**src/rtl/fd_pipe_reg.sv**
```systemverilog
// fd_pipe_reg: fetch/decode pipeline register of the five-stage MIPS core.
// Captures the fetched PC, instruction, fetch exception and delay-slot flag,
// with stall (hold), eret flush (bubble) and exception redirect (bubble at
// the handler PC). Every output is driven straight from a register.
// Optional macro FD_PERF_CNT_EN adds the stall/kill performance counters;
// without it both counter ports read as zero.
module fd_pipe_reg #(
    parameter logic [31:0] HANDLER_PC = 32'h0000_4180,
    parameter logic [31:0] RESET_PC   = 32'h0000_3000,
    parameter logic [4:0]  EXC_ADEL   = 5'd4
) (
    input  logic        clk,
    input  logic        reset,
    input  logic        en,
    input  logic        flush,
    input  logic        req,
    input  logic [31:0] F_pc,
    input  logic [31:0] F_inst,
    input  logic        F_AdEL,
    input  logic        F_bd,
    output logic [31:0] D_pc,
    output logic [31:0] D_inst,
    output logic [4:0]  D_exccode,
    output logic        D_bd,
    output logic        D_valid,
    output logic [31:0] stall_cnt,
    output logic [31:0] kill_cnt
);

    logic [31:0] pc_q;
    logic [31:0] inst_q;
    logic [4:0]  exccode_q;
    logic        bd_q;
    logic        valid_q;

    // D-stage state: reset > redirect > flush > stall > load
    always_ff @(posedge clk) begin
        if (reset) begin
            pc_q      <= RESET_PC;
            inst_q    <= 32'h0;
            exccode_q <= 5'd0;
            bd_q      <= 1'b0;
            valid_q   <= 1'b0;
        end else if (req) begin
            pc_q      <= HANDLER_PC;
            inst_q    <= 32'h0;
            exccode_q <= 5'd0;
            bd_q      <= 1'b0;
            valid_q   <= 1'b0;
        end else if (flush) begin
            // Bubble keeps the fetched PC so the pipeline still has a sane PC
            pc_q      <= F_pc;
            inst_q    <= 32'h0;
            exccode_q <= 5'd0;
            bd_q      <= 1'b0;
            valid_q   <= 1'b0;
        end else if (en) begin
            pc_q      <= F_pc;
            inst_q    <= F_AdEL ? 32'h0 : F_inst;
            exccode_q <= F_AdEL ? EXC_ADEL : 5'd0;
            bd_q      <= F_bd;
            valid_q   <= 1'b1;
        end
    end

    assign D_pc      = pc_q;
    assign D_inst    = inst_q;
    assign D_exccode = exccode_q;
    assign D_bd      = bd_q;
    assign D_valid   = valid_q;

`ifdef FD_PERF_CNT_EN
    logic [31:0] stall_cnt_q;
    logic [31:0] kill_cnt_q;

    // A cycle is either a kill (req/flush) or a stall, never both
    always_ff @(posedge clk) begin
        if (reset) begin
            stall_cnt_q <= 32'h0;
            kill_cnt_q  <= 32'h0;
        end else if (req || flush) begin
            kill_cnt_q  <= kill_cnt_q + 32'd1;
        end else if (!en) begin
            stall_cnt_q <= stall_cnt_q + 32'd1;
        end
    end

    assign stall_cnt = stall_cnt_q;
    assign kill_cnt  = kill_cnt_q;
`else
    assign stall_cnt = 32'h0;
    assign kill_cnt  = 32'h0;
`endif

endmodule

```
**config.mk**
```make
export PLATFORM = sky130hd
export DESIGN_NAME = fd_pipe_reg
export DESIGN_NICKNAME = d
export VERILOG_FILES = /design/src/rtl/fd_pipe_reg.sv
export SDC_FILE = /design/constraint.sdc
export NUM_CORES = 1
export LEC_CHECK = 0
export CAP_MARGIN = 15
export CORE_MARGIN = 2
export CORE_UTILIZATION = 34
export DETAILED_ROUTE_END_ITERATION = 8
export PLACE_DENSITY = 0.9
export SLEW_MARGIN = 20
export SYNTH_ARGS = -nofsm -noshare
export SYNTH_HDL_FRONTEND = slang
export SYNTH_SLANG_ARGS = --single-unit
```
**constraint.sdc**
```tcl
create_clock -name clk -period 1 [get_ports clk]
set_input_delay 0.2 -clock clk [delete_from_list [all_inputs] [get_ports clk]]
set_output_delay 0.2 -clock clk [all_outputs]
set_load 0.05 [all_outputs]
```
Word-level counts from Yosys, hierarchy flattened
Cells that the tools add are included.
{ "totals": {"in_bits": 71, "ff_bits": 71, "word_cells": 15} }
{ "op_classes": {"reduce_logical": 4, "mux": 5} }
{ "ops": {"columns": ["operator", "n"], "rows": [
  ["$mux W32", 3],
  ["$mux W15", 1],
  ["$mux W3", 1],
  ["$reduce_bool A3 Y1", 1],
  ["$reduce_or A3 Y1", 1],
  ["$reduce_bool A2 Y1", 1],
  ["$reduce_or A2 Y1", 1]
]} }

Logic depth before layout (Yosys ltp)
{ "logic_depth": {"ltp_word": 3, "ltp_mapped": 5, "depth_no_buf": 2} }

Worst setup path after synthesis
OpenSTA, ideal clock, no wires.
{ "synth_timing": {"kind": "register -> register", "from": "register D_pc[0] (netlist name)", "to": "register pc_q[0] (netlist: D_pc[0])", "t_required_ns": 0.930, "stages_incl_launch_ff": 3, "arrival_ns": 1.090, "setup_ns": 0.070, "n_path_buf": 0, "path_slack_ns": -0.160, "cell_sequence": "dfxtp_1 or3b_1 a21oi_1"} }
{ "synth_rtl": {"columns": ["element", "line_no", "text"], "rows": [
  ["to (signal assigned)", "52", "pc_q <= F_pc;"],
  ["to (signal assigned)", "58", "pc_q <= F_pc;"],
  ["to (decl)", "30", "logic [31:0] pc_q;"]
]} }

Worst setup path in the final report
{ "layout_timing": {"from": "register inst_q[19] (netlist: D_inst[19])", "to": "output D_inst[19]"} }
{ "layout_rtl": {"columns": ["element", "line_no", "text"], "rows": [
  ["from (decl)", "31", "logic [31:0] inst_q;"],
  ["from (signal assigned)", "59", "inst_q <= F_AdEL ? 32'h0 : F_inst;"],
  ["to (decl)", "22", "output logic [31:0] D_inst,"]
]} }
No word-level cell between the ends.

==> results.py <==
metrics = {
    "synthesis": {
        "seq_area_frac_synth_pct": 40.7,
        "synth_flop_cell": "dfxtp_1",
        "yosys_warnings": 0,
        "syn_area_per_cell_um2": 8.98,
        "synth_edf_count": 0,
        "yosys_register_bits": 67,
        "netlist_area_um2": 3300,
        "async_flop_share_pct": 0,
        "synthCells": 367,
        "yosysUniqueCellTypes": 21,
    },
    "floorplanning": {
        "initial_core_util_pct": 35.3,
        "die_w_um": 102,
        "fp.coreArea_um2": 9330,
        "pin_count": 206,
        "fp-row-count": 35,
        "die-area_um2": 10500,
        "dieHeight_um": 102,
    },
    "setup_path": {
        "cp_num_buf_inv": 1,
        "worstReg2RegEnd": "D_pc[21]",
        "rr_startpoint": "D_pc[21]",
        "worstPathMaxFanout": 2,
        "cp.arrival_ns": 0.84,
        "rr_worst_depth": 2,
        "cp_data_required_time_ns": 0.80,
        "critPathMaxStageDelay_ns": 0.37,
        "r2r_slack_ns": 0.07,
        "crit_path_cell_trace": "buf_12",
        "slowest_stage": "dfxtp_2",
        "crit_path_end_kind": "output port",
        "start_kind": "flip-flop",
        "path_class": "reg2out",
        "crit_family": "flip-flops",
    },
    "detailed_routing": {
        "ant_nets": 0,
        "wl_um": 9320,
        "met2_wirelength_um": 5050,
        "drtIter0Drc": 51,
        "top_layer": "met4",
        "drc": 0,
        "route.met3.wl_um": 672,
        "met1_length_um": 3390,
        "drt_pass1_iterations": 4,
        "post_drt_wl_per_cell_um": 14.2,
        "vias": 2938,
        "vias_per_cell": 4.49,
    },
    "place": {
        "place_inst": 619,
        "portBuffers": 137,
        "hpwl_um": 6600,
        "place_area_um2": 5360,
        "dp_worst_setup_slack_ns": -0.552,
        "place_congestion": 0.796,
    },
    "status": {
        "status": "finished, violations left",
        "violations": "negative setup slack",
    },
    "final_layout": {
        "diodes": 0,
        "area_growth_pct": 79.0,
        "fin_util_pct": 63.3,
        "drive_gt1_share_pct": 39.6,
        "nets": 591,
        "finalInstanceArea_um2": 5900,
        "nFillCells": 732,
        "fin_cells": 654,
    },
    "clock_tree": {
        "cts_tree": "built",
        "clockBufferDepth": 2,
        "ctsHtreeMaxLevel": 3,
        "cts.sinks": 67,
        "cts_hold_buf": 0,
        "cts_buffers": 9,
        "cts_root_buf": "clkbuf_8",
        "clkTransAtPathRegs_ns": 0.07,
        "insertion_delay_ns": 0.33,
    },
    "power": {
        "fin_total_pwr_mw": 7.08,
        "p_leak_nw": 2.24,
        "power_density_nw_per_um2": 1200,
        "vdd_drop_max_uv": 912,
    },
    "sta": {
        "fin_worst_skew_ns": 0,
        "setup_violations": 69,
        "finalCritPeriodShare_pct": 104,
        "fmaxAchievable_ghz": 0.965,
        "rsz0062_at_grt": "yes",
        "period_needed_ns": 1.04,
        "hold_ws_ns": 0.328,
        "totalNegativeSetupSlack_ns": -1.67,
        "slew_violations": 0,
        "layout_setup_ws_ns": -0.0364,
        "hold_viol_final": 0,
    },
    "global_route": {
        "antenna_found_initial": 0,
        "grt_pass1_vias": 2877,
        "grt.overflow.total": 0,
        "grt_pass1_wl_um": 14300,
        "grt_max_degree": 41,
        "track_usage_pct": 17.6,
    },
    "job": {
        "drv_cap": 0,
    },
    "hold_path": {
        "whs_path_depth": 4,
        "whs_endpoint": "D_pc[14]",
        "min_from": "req",
        "hold_path_class": "in2reg",
    },
}
==> sequential cells by signal, summed over array words and instances (netlist names) <==
signal and flops:
D_exccode 1, D_inst 32, D_valid 1, D_pc 32, D_bd 1
==> report_power, final <==
part | switching [mW] | leakage, nW | internal [mW] | total [mW]
logic | 1.15 | 1.55 | 0.747 | 1.90
clock network | 1.01 | 0.110 | 1.39 | 2.40
registers | 0.0784 | 0.583 | 2.71 | 2.78
==> logic make-up (layout without fill, tap and decap cells) <==
family                 count (synthesis)  in the layout  synth area share [%]
AND/OR/NAND/NOR                      106            106                  23.0
multiplexers                           2              2                 0.607
buffers and inverters                100            191                  21.3
AO/OA/AOI/OAI                         91             91                  14.3
other                                  1             68                 0.114
flip-flops                            67             67                  40.7
==> metal layers <==
layer	up-vias	GRT usage (%)
met3	18	5.68
li1	1430	-
met4	0	6.15
met5	-	0
met2	126	32.4
met1	1364	18.7
==> final cells by class <==
type	count	area (um^2)	area share, %
Inverter	1	3.75	0.0636
Multi-Input combinational cell	267	1580	26.7
Clock buffer	10	128	2.16
Sequential cell	67	1500	25.3
Clock inverter	6	80.1	1.36
Tap cell	129	161	2.73
Timing Repair Buffer	174	2460	41.6
==> cell usage in the layout (no fill, tap or decap), drive strengths merged, types with 3 or more instances in the layout <==
| master | instances |
|---|---|
| buf | 104 |
| conb | 68 |
| dfxtp | 67 |
| clkdlybuf4s50 | 66 |
| a21oi | 59 |
| nand2b | 32 |
| nand3b | 32 |
| or3b | 27 |
| o21ai | 27 |
| clkbuf | 11 |
| nor2 | 7 |
| clkinv | 4 |
| nor4 | 3 |
| a211oi | 3 |
==> what timing repair did <==
action                     CTS  global route
setup buffers                5            11
gates resized for setup     59            12
gates cloned                 3             0
pin swaps                    1             1
setup endpoints to repair  134            84
==> Yosys cell counts, types with 3 or more instances <==
cell type	n	area share, %
nor4_1	3	0.57
buf_4	70	16
o21ai_0	27	4.1
nand2b_1	32	6.1
a211oi_1	3	0.68
dfxtp_1	67	41
a21oi_1	59	9.0
nor2_1	7	0.80
or3b_1	27	7.2
buf_6	7	2.4
nand3b_1	32	7.3
buf_2	7	1.1
clkbuf_1	14	1.6
==> worst max-delay path by stage <==
| stage | from | to | slack (ns) | depth (start not counted) |
|---|---|---|---|---|
| after floorplan | req | D_inst[24] | 0.006 | 4 |
| after global placement | flush | D_pc[12] | -0.51 | 4 |
| after detailed placement | flush | D_pc[13] | -0.55 | 4 |
| after CTS | D_inst[27] | D_inst[27] | -0.05 | 1 |
| after global routing | D_inst[17] | D_inst[17] | -0.08 | 1 |
| final | D_inst[19] | D_inst[19] | -0.04 | 1 |
Power figures use the tool's default switching activity.
